File: config.mk
export PLATFORM = sky130hd
export DESIGN_NAME = prime_search_ctrl
export DESIGN_NICKNAME = d
export VERILOG_FILES = /design/src/rtl/prime_search_pkg.sv /design/src/rtl/prime_search_ctrl_mod_iter.sv /design/src/rtl/prime_search_ctrl.sv
export SDC_FILE = /design/constraint.sdc
export NUM_CORES = 1
export LEC_CHECK = 0
export CELL_PAD_IN_SITES_DETAIL_PLACEMENT = 0
export CELL_PAD_IN_SITES_GLOBAL_PLACEMENT = 2
export CORE_ASPECT_RATIO = 1.75
export CORE_MARGIN = 2
export CORE_UTILIZATION = 40
export CTS_CLUSTER_DIAMETER = 150
export DETAILED_ROUTE_END_ITERATION = 7
export PLACE_DENSITY = 0.88
export SLEW_MARGIN = 20
export SYNTH_ARGS = -nofsm -noshare
export SYNTH_HDL_FRONTEND = slang
export SYNTH_HIERARCHICAL = 1
export SYNTH_SLANG_ARGS = --single-unit
File: constraint.sdc
create_clock -name clk -period 10.1 [get_ports clk]
set_input_delay 3.03 -clock clk [delete_from_list [all_inputs] [get_ports clk]]
set_output_delay 3.03 -clock clk [all_outputs]
set_load 0.02 [all_outputs]
File: src/rtl/prime_search_pkg.sv
// Shared types and helpers for the prime search controller.
package prime_search_pkg;

  typedef enum logic [2:0] {
    IDLE,
    TEST,
    MOD_WAIT,
    NEXT_CAND,
    DONE
  } state_t;

  // A factor is squared against a candidate, so the product needs twice the width.
  function automatic int square_width(input int width);
    return 2 * width;
  endfunction

endpackage

File: src/rtl/prime_search_ctrl_mod_iter.sv
// Restoring remainder unit: one quotient bit per cycle, result after exactly WIDTH cycles.
module mod_iter #(
  parameter int WIDTH = 16
) (
  input  logic             clk,
  input  logic             rst,
  input  logic             start,
  input  logic [WIDTH-1:0] dividend,
  input  logic [WIDTH-1:0] divisor,
  output logic             done,
  output logic [WIDTH-1:0] rem
);

  localparam int CW = $clog2(WIDTH + 1);

  logic [WIDTH-1:0] shreg;
  logic [WIDTH-1:0] divreg;
  logic [CW-1:0]    count;
  logic             active;
  logic [WIDTH:0]   shifted;
  logic [WIDTH:0]   trial;

  // Shift the next dividend bit into the partial remainder and try a subtraction.
  always_comb begin
    shifted = {rem, shreg[WIDTH-1]};
    trial   = shifted - {1'b0, divreg};
  end

  // Iterate for a fixed WIDTH steps; reset drops any operation in flight.
  always_ff @(posedge clk) begin
    if (rst) begin
      shreg  <= '0;
      divreg <= '0;
      rem    <= '0;
      count  <= '0;
      active <= 1'b0;
      done   <= 1'b0;
    end else begin
      done <= 1'b0;
      if (start) begin
        shreg  <= dividend;
        divreg <= divisor;
        rem    <= '0;
        count  <= CW'(WIDTH);
        active <= 1'b1;
      end else if (active) begin
        if (!trial[WIDTH]) begin
          rem <= trial[WIDTH-1:0];
        end else begin
          rem <= shifted[WIDTH-1:0];
        end
        shreg <= shreg << 1;
        count <= count - CW'(1);
        if (count == CW'(1)) begin
          active <= 1'b0;
          done   <= 1'b1;
        end
      end
    end
  end

endmodule

File: src/rtl/prime_search_ctrl.sv
// Prime search controller: finds the smallest prime >= req_base by trial division.
// Optional feature macro PRIME_PAIR_EN: also require cand+OFFSET to be prime
// and report the lower member of the pair.
module prime_search_ctrl
  import prime_search_pkg::*;
#(
  parameter int WIDTH  = 16,
  parameter int OFFSET = 2
) (
  input  logic             clk,
  input  logic             rst,
  input  logic             req_valid,
  output logic             req_ready,
  input  logic [WIDTH-1:0] req_base,
  output logic             rsp_valid,
  input  logic             rsp_ready,
  output logic [WIDTH-1:0] rsp_prime,
  output logic             rsp_overflow,
  output logic             busy
);

  localparam int SQW = square_width(WIDTH);

  state_t           state_q, state_d;
  logic [WIDTH-1:0] cand_q, cand_d;
  logic [WIDTH-1:0] factor_q, factor_d;
  logic             ovf_q, ovf_d;
  logic             mod_start;
  logic [WIDTH-1:0] mod_dividend;
  logic             mod_done;
  logic [WIDTH-1:0] mod_rem;
  logic [SQW-1:0]   factor_sq;
  logic [SQW-1:0]   bound;
`ifdef PRIME_PAIR_EN
  logic             phase_q, phase_d;
  logic [WIDTH:0]   partner_wide;
  logic [WIDTH-1:0] cur_operand;
  logic             witness;
`endif

  mod_iter #(.WIDTH(WIDTH)) u_mod_iter (
    .clk      (clk),
    .rst      (rst),
    .start    (mod_start),
    .dividend (mod_dividend),
    .divisor  (factor_q),
    .done     (mod_done),
    .rem      (mod_rem)
  );

  // Register the FSM state and the search datapath.
  always_ff @(posedge clk) begin
    if (rst) begin
      state_q  <= IDLE;
      cand_q   <= '0;
      factor_q <= '0;
      ovf_q    <= 1'b0;
`ifdef PRIME_PAIR_EN
      phase_q  <= 1'b0;
`endif
    end else begin
      state_q  <= state_d;
      cand_q   <= cand_d;
      factor_q <= factor_d;
      ovf_q    <= ovf_d;
`ifdef PRIME_PAIR_EN
      phase_q  <= phase_d;
`endif
    end
  end

`ifdef PRIME_PAIR_EN
  // The partner sets the search bound; a factor equal to the operand is not a divisor witness.
  always_comb begin
    partner_wide = {1'b0, cand_q} + (WIDTH+1)'(OFFSET);
    cur_operand  = phase_q ? partner_wide[WIDTH-1:0] : cand_q;
    witness      = (mod_rem == '0) && (factor_q != cur_operand);
    factor_sq    = SQW'(factor_q) * SQW'(factor_q);
    bound        = SQW'(partner_wide);
  end
`else
  // Trial division stops once factor squared exceeds the candidate.
  always_comb begin
    factor_sq = SQW'(factor_q) * SQW'(factor_q);
    bound     = SQW'(cand_q);
  end
`endif

  // Next-state logic: accept, test factor bound, wait for remainder, advance candidate.
  always_comb begin
    state_d      = state_q;
    cand_d       = cand_q;
    factor_d     = factor_q;
    ovf_d        = ovf_q;
    mod_start    = 1'b0;
`ifdef PRIME_PAIR_EN
    phase_d      = phase_q;
    mod_dividend = cur_operand;
`else
    mod_dividend = cand_q;
`endif
    case (state_q)
      IDLE: begin
        if (req_valid) begin
          cand_d   = (req_base < WIDTH'(2)) ? WIDTH'(2) : req_base;
          factor_d = WIDTH'(2);
          ovf_d    = 1'b0;
`ifdef PRIME_PAIR_EN
          phase_d  = 1'b0;
`endif
          state_d  = TEST;
        end
      end
      TEST: begin
`ifdef PRIME_PAIR_EN
        if (partner_wide[WIDTH]) begin
          ovf_d   = 1'b1;
          state_d = DONE;
        end else
`endif
        if (factor_sq > bound) begin
          state_d = DONE;
        end else begin
          mod_start = 1'b1;
          state_d   = MOD_WAIT;
        end
      end
      MOD_WAIT: begin
        if (mod_done) begin
`ifdef PRIME_PAIR_EN
          if (witness) begin
            phase_d = 1'b0;
            state_d = NEXT_CAND;
          end else if (!phase_q) begin
            phase_d      = 1'b1;
            mod_start    = 1'b1;
            mod_dividend = partner_wide[WIDTH-1:0];
          end else begin
            phase_d  = 1'b0;
            factor_d = factor_q + WIDTH'(1);
            state_d  = TEST;
          end
`else
          if (mod_rem == '0) begin
            state_d = NEXT_CAND;
          end else begin
            factor_d = factor_q + WIDTH'(1);
            state_d  = TEST;
          end
`endif
        end
      end
      NEXT_CAND: begin
        if (&cand_q) begin
          ovf_d   = 1'b1;
          state_d = DONE;
        end else begin
          cand_d   = cand_q + WIDTH'(1);
          factor_d = WIDTH'(2);
          state_d  = TEST;
        end
      end
      DONE: begin
        if (rsp_ready) begin
          state_d = IDLE;
        end
      end
      default: state_d = IDLE;
    endcase
  end

  // Handshake and result outputs decode directly from registered state.
  always_comb begin
    req_ready    = (state_q == IDLE);
    busy         = (state_q != IDLE);
    rsp_valid    = (state_q == DONE);
    rsp_overflow = (state_q == DONE) && ovf_q;
    rsp_prime    = ((state_q == DONE) && !ovf_q) ? cand_q : '0;
  end

endmodule

==> results of run 1 <==
[cell usage after synthesis (8+ instances only)]
cell type  number
o21ai_0        47
nand2b_1       10
nand2_1       148
a31oi_1        18
a22oi_1         8
nand3_1        26
nor4_1         13
nor2b_1         8
mux2i_1        38
buf_2           8
dfxtp_1        91
a211oi_1       13
o211ai_1        9
a21o_1         27
a21oi_1        90
ha_1          136
xnor2_1        36
nand4_1        16
and2_1         54
clkbuf_1       63
and3_1         16
nor2_1        142
nor3_1         33
fa_1          164
xor2_1         19
inv_1         279
[layout by cell type, fill, tap and decap left out, types with 26 or more instances in the layout]
master and n:
a21o_1 27, o21ai_0 47, xnor2_1 36, ha_1 136, dfxtp_1 90, clkdlybuf4s50_1 38
inv_1 279, nor3_1 32, fa_1 164, nor2_1 142, a21oi_1 90, and2_1 54
mux2i_1 38, nand2_1 148, nand3_1 26
[worst max-delay path by stage]
stage / to / depth (start not counted)
2_1_floorplan: u_mod_iter/divreg[10] / 32
3_3_place_gp: u_mod_iter/shreg[0] / 32
3_5_place_dp: u_mod_iter/shreg[7] / 32
4_1_cts: u_mod_iter/shreg[1] / 32
5_1_grt: u_mod_iter/rem[13] / 29
6_report: u_mod_iter/shreg[9] / 32
[state kept, by name, summed over array words and instances (netlist names)]
register and cells:
cand_q 16, u_mod_iter/divreg 16, ovf_q 1, u_mod_iter/count 5, factor_q 16, u_mod_iter/shreg 16
u_mod_iter/done 1, state_q 3, u_mod_iter/active 1, u_mod_iter/rem 16
[through the flow]
step	hold slack (ns)	setup WS [ns]	utilization	total power, mW	cell area [µm²]
after CTS	0.5097	0.9209	0.4345	1.254	14210
after global routing	0.5278	0.4618	0.4345	1.315	14210
final	0.5040	0.9596	0.4345	1.239	14210
after global placement	0.4721	1.188	0.4249	0.8692	13890
after detailed placement	0.4891	0.9560	0.4249	0.8725	13890
after floorplan	0.4604	1.750	-	0.7524	13190
[critical path: cells and delay by family (launching register included)]
kind / cells / cell delay, ns
adders and majority gates: 8 / 3.82
and+or+nand+nor: 13 / 2.83
DFF: 1 / 0.91
buffers and inverters: 6 / 0.68
AOI/OAI and AO/OA: 4 / 0.67
xor gates and xnor gates: 1 / 0.07
[cell families (layout without fill, tap and decap cells)]
| kind of cell | Yosys count | count (layout) | synth area share |
|---|---|---|---|
| AO/OA/AOI/OAI | 267 | 267 | 0.1293 |
| multiplexers | 42 | 42 | 0.03225 |
| adder cells (fa/ha/maj) | 300 | 300 | 0.3780 |
| buffers and inverters | 355 | 348 | 0.1026 |
| flip-flops | 91 | 91 | 0.1381 |
| XOR/XNOR | 56 | 56 | 0.03776 |
| AND/OR/NAND/NOR | 499 | 499 | 0.1820 |
[power by group through the flow]
stage / logic (mW) / registers [mW] / clock network, mW
final: 0.437 / 0.426 / 0.376
after global routing: 0.484 / 0.431 / 0.400
after CTS: 0.439 / 0.426 / 0.388
after detailed placement: 0.438 / 0.435 / 0
after global placement: 0.434 / 0.435 / 0
after floorplan: 0.342 / 0.411 / 0
[layer usage]
metal | track usage | vias to the layer above | part of all wire
met1 | 0.2204 | 5349 | 0.36
met5 | 0 | - | 0
met4 | 0.09324 | 0 | 0.040
met2 | 0.4356 | 154 | 0.58
li1 | - | 5222 | -
met3 | 0.01762 | 66 | 0.018
[cell type report]
class / instances / share of cell area
clock buffer: 9 / 0.01585
clock inverter: 6 / 0.006340
inverter: 279 / 0.07371
multi-input combinational: 1164 / 0.7051
sequential: 91 / 0.1283
tap: 405 / 0.03566
timing repair buffer: 54 / 0.03505
==> results.json, run 1 <==
{
  "antenna_left": 0,
  "ys_seq_area_frac": 0.1381,
  "synth_top_area_cell": "fa_1",
  "pwr-share-seq": 0.344,
  "num_vias": 10791,
  "rows": 88,
  "setup_viol": 0,
  "cp_max_fo": 34,
  "async_flop_share": 0,
  "cp-startpoint": "factor_q[6]",
  "holdPathStages": 2,
  "cts.sinks": 91,
  "crit_type": "flop to flop",
  "required_ns": 10.33,
  "viasPerCell": 5.374,
  "wirelength_mm": 36.18,
  "drtPass1Iterations": 5,
  "cts_root_buffer": "clkbuf_16",
  "pin_count": 40,
  "core-area_mm2": 0.03270,
  "grt_overflow": 0,
  "drv_slew": 0,
  "die_x_um": 141.3,
  "period_needed_ns": 9.140,
  "antenna_found_initial": 0,
  "antenna_cells": 0,
  "ir_worst_vdd_uv": 78.22,
  "grt_max_degree": 58,
  "p_comb_frac": 0.353,
  "p_int_mw": 0.7671,
  "port_buffers": 39,
  "clock.fmax_mhz": 109.4,
  "finalNonFillerCells": 2008,
  "max_cap_violations": 0,
  "multi_input_area_mm2": 0.01002,
  "hold_path.class": "flop to flop",
  "hold_path.startpoint": "u_mod_iter/divreg[6]",
  "power.density_mw_per_mm2": 87.17,
  "worst_slew_pin_slew_ns": 1.084,
  "worstSetupStartpointType": "flop",
  "netSwitchingFraction": 0.3806,
  "drc": 0,
  "finClkSkew_ns": 0.01069,
  "grt_first_pass_wirelength_mm": 58.28,
  "drive_gt1_frac": 0.03868,
  "die-height_um": 244.2,
  "synthCells": 1610,
  "rsz0062_at_grt": "no",
  "die-area_mm2": 0.03450,
  "period_share": 0.9050,
  "end_kind": "flop",
  "reg2reg_slack_ns": 0.96,
  "rr_worst_depth": 32,
  "status": "finished clean",
  "max_stage_delay_ns": 0.91,
  "initial_utilization": 0.4033,
  "cp_slowest_cell": "dfxtp_1",
  "synthDistinctLibCells": 71,
  "yosys_register_bits": 91,
  "gp_congestion": 0.8616,
  "syn-num-nets": 1930,
  "grt_usage": 0.2158,
  "relSlewSlack": 0.2724,
  "cp_common_cell": "fa_1",
  "htree_levels": 3,
  "regArea_mm2": 0.001823,
  "arrival_ns": 9.37,
  "setup_tns_ns": 0,
  "r2r_start": "factor_q[6]",
  "finalHoldViolCount": 0,
  "first_global_vias": 11248,
  "cts_resized": 0,
  "cts_buffer_depth": 2,
  "worstSkewPairLatency_ns": 0.37,
  "cts_made_buffers": 9,
  "wl_per_cell_um": 18.02,
  "cts_hold_buffers": 0,
  "nFillCells": 3403,
  "ys_warn_count": 6,
  "dp.cells": 1993,
  "synth_edf_count": 0,
  "post_cts_buffers": 0,
  "drt_iter0_drc": 360,
  "cts_tree": "built",
  "p_sw_mw": 0.4714,
  "synth_ff_type": "dfxtp_1",
  "holdPathEnd": "u_mod_iter/divreg[6]",
  "cellLeakagePower_nw": 7.089,
  "netlist.area_leader.share": 0.2489,
  "synth_area_mm2": 0.01319,
  "syn_area_per_cell_um2": 8.192,
  "fin_nets": 1919,
  "area_delta_synth_final_pct": 7.732,
  "synthTopCellsByArea": "fa_1 (25%), dfxtp_1 (14%), ha_1 (13%)",
  "p_clk_frac": 0.303,
  "clkTransAtPathRegs_ns": 0.07,
  "reg2reg_to": "u_mod_iter/shreg[9]",
  "dpl.hpwl_mm": 29.57
}
Note: power is estimated with default switching activity, not from simulation.
==> run 2: changes to the inputs <==
- PLACE_DENSITY: 0.88 -> 0.95
==> run 2 against run 1 <==
Effect of this change: combinational power shrank 0.9%; core utilization grew 0.073 points; critical path type unchanged; highest routed layer unchanged; via count grew 0.48%.
==> results.json, run 2 (synthesis results as in run 1) <==
{
  "cts_buffer_depth": 2,
  "dp.cells": 1993,
  "max_stage_delay_ns": 0.80,
  "end_kind": "flop",
  "wl_met3_um": 823,
  "setup_viol": 0,
  "die_x_um": 141.3,
  "period_share": 0.8899,
  "cts.sinks": 91,
  "post_cts_buffers": 0,
  "die-area_mm2": 0.03450,
  "wirelength_mm": 35.64,
  "p_sw_mw": 0.4647,
  "regArea_mm2": 0.001823,
  "grt_usage": 0.2119,
  "hold_path.class": "flop to flop",
  "max_cap_violations": 0,
  "antenna_found_initial": 0,
  "nFillCells": 3316,
  "p_comb_frac": 0.345,
  "rsz0062_at_grt": "no",
  "viasPerCell": 5.397,
  "netSwitchingFraction": 0.3698,
  "reg2reg_slack_ns": 1.11,
  "dr_wl_met2_mm": 20.76,
  "htree_levels": 3,
  "drtPass1Iterations": 7,
  "setup_tns_ns": 0,
  "grt_overflow": 0,
  "highest_layer": "met4",
  "fin_nets": 1919,
  "cts_hold_buffers": 0,
  "crit_type": "flop to flop",
  "clock.fmax_mhz": 111.3,
  "drive_gt1_frac": 0.03928,
  "clkTransAtPathRegs_ns": 0.07,
  "worstSkewPairLatency_ns": 0.37,
  "holdPathStages": 2,
  "port_buffers": 39,
  "finClkSkew_ns": 0.008467,
  "cts_tree": "built",
  "cts_made_buffers": 9,
  "routedLengthMet1_mm": 12.90,
  "pin_count": 40,
  "antenna_cells": 0,
  "layout_common_cells": "inv_1 (279), fa_1 (164), nand2_1 (148)",
  "grt_first_pass_wirelength_mm": 57.60,
  "worst_slew_pin_slew_ns": 1.097,
  "r2r_start": "factor_q[7]",
  "gp_congestion": 0.8689,
  "core-area_mm2": 0.03270,
  "cp_max_fo": 34,
  "grt_max_degree": 58,
  "area_delta_synth_final_pct": 7.912,
  "hold_path.startpoint": "u_mod_iter/divreg[3]",
  "relSlewSlack": 0.2633,
  "first_global_vias": 11378,
  "status": "finished clean",
  "cp_slowest_cell": "dfxtp_1",
  "multi_input_area_mm2": 0.01002,
  "cts_root_buffer": "clkbuf_16",
  "required_ns": 10.34,
  "arrival_ns": 9.22,
  "power.density_mw_per_mm2": 88.28,
  "period_needed_ns": 8.988,
  "rr_worst_depth": 32,
  "cellLeakagePower_nw": 7.107,
  "drt_iter0_drc": 424,
  "reg2reg_to": "u_mod_iter/shreg[0]",
  "worstSetupStartpointType": "flop",
  "drv_slew": 0,
  "dpl.hpwl_mm": 29.12,
  "rows": 88,
  "finalHoldViolCount": 0,
  "finalNonFillerCells": 2009,
  "num_vias": 10843,
  "p_int_mw": 0.7918,
  "final_common_cell": "inv_1",
  "drc": 0,
  "cts_resized": 0,
  "ir_worst_vdd_uv": 85.13,
  "pwr-share-seq": 0.340,
  "antenna_left": 0,
  "p_clk_frac": 0.316,
  "holdPathEnd": "u_mod_iter/divreg[3]",
  "initial_utilization": 0.4033,
  "die-height_um": 244.2,
  "wl_per_cell_um": 17.74
}
-- run 2: cell types whose count changed in the layout (fill, tap and decap cells not counted) --
cell,change
clkinv_4,-1
clkinvlp_4,-1
clkinv_2,+2
bufinv_16,+1
-- run 2: critical path: cells and delay by family, from the launching register on --
kind | cells | cell delay (ns)
AO/OA/AOI/OAI | 4 | 0.71
flip-flops | 1 | 0.80
adder cells (fa/ha/maj) | 8 | 3.85
buffers and inverters | 7 | 0.86
XOR/XNOR | 1 | 0.07
AND/OR/NAND/NOR | 12 | 2.55
-- run 2: metal layers --
metal | vias to the layer above | GRT usage
met5 | - | 0
met4 | 0 | 0.08324
met3 | 64 | 0.02076
met2 | 166 | 0.4309
met1 | 5383 | 0.2148
li1 | 5230 | -
-- run 2: layout make-up --
cell class              instances  area share
multi-input cells            1164      0.7039
flip-flops and latches         91      0.1281
inverters                     279     0.07358
well taps                     405     0.03560
repair buffers                 54     0.03499
clock buffers                   9     0.01582
clock inverters                 7    0.008000
-- run 2: power by group through the flow --
stage	Combinational, mW	Clock, mW	Sequential (mW)
after CTS	0.434	0.404	0.426
after floorplan	0.342	0	0.411
after detailed placement	0.431	0	0.434
final	0.433	0.397	0.427
after global placement	0.429	0	0.434
after global routing	0.475	0.418	0.430
-- run 2: how the worst max path moves through the flow --
stage	from	endpoint	slack (ns)	cells after the start
global route	factor_q[1]	u_mod_iter/shreg[6]	0.46	32
detailed placement	factor_q[1]	u_mod_iter/shreg[0]	1.10	30
finish	factor_q[7]	u_mod_iter/shreg[0]	1.11	32
floorplan	factor_q[4]	u_mod_iter/divreg[10]	1.75	32
CTS	factor_q[1]	u_mod_iter/shreg[6]	1.05	30
global placement	factor_q[1]	u_mod_iter/shreg[15]	1.23	30
-- run 2: per-stage QoR --
step           utilization  power, mW  instance area [µm²]  hold WS, ns  setup WS (ns)
6_report            0.4352      1.257                14230       0.4959          1.112
5_1_grt             0.4352      1.324                14230       0.5251         0.4564
4_1_cts             0.4352      1.265                14230       0.5017          1.045
3_5_place_dp        0.4249     0.8654                13890       0.4846          1.099
3_3_place_gp        0.4249     0.8630                13890       0.4722          1.231
2_1_floorplan            -     0.7524                13190       0.4604          1.750
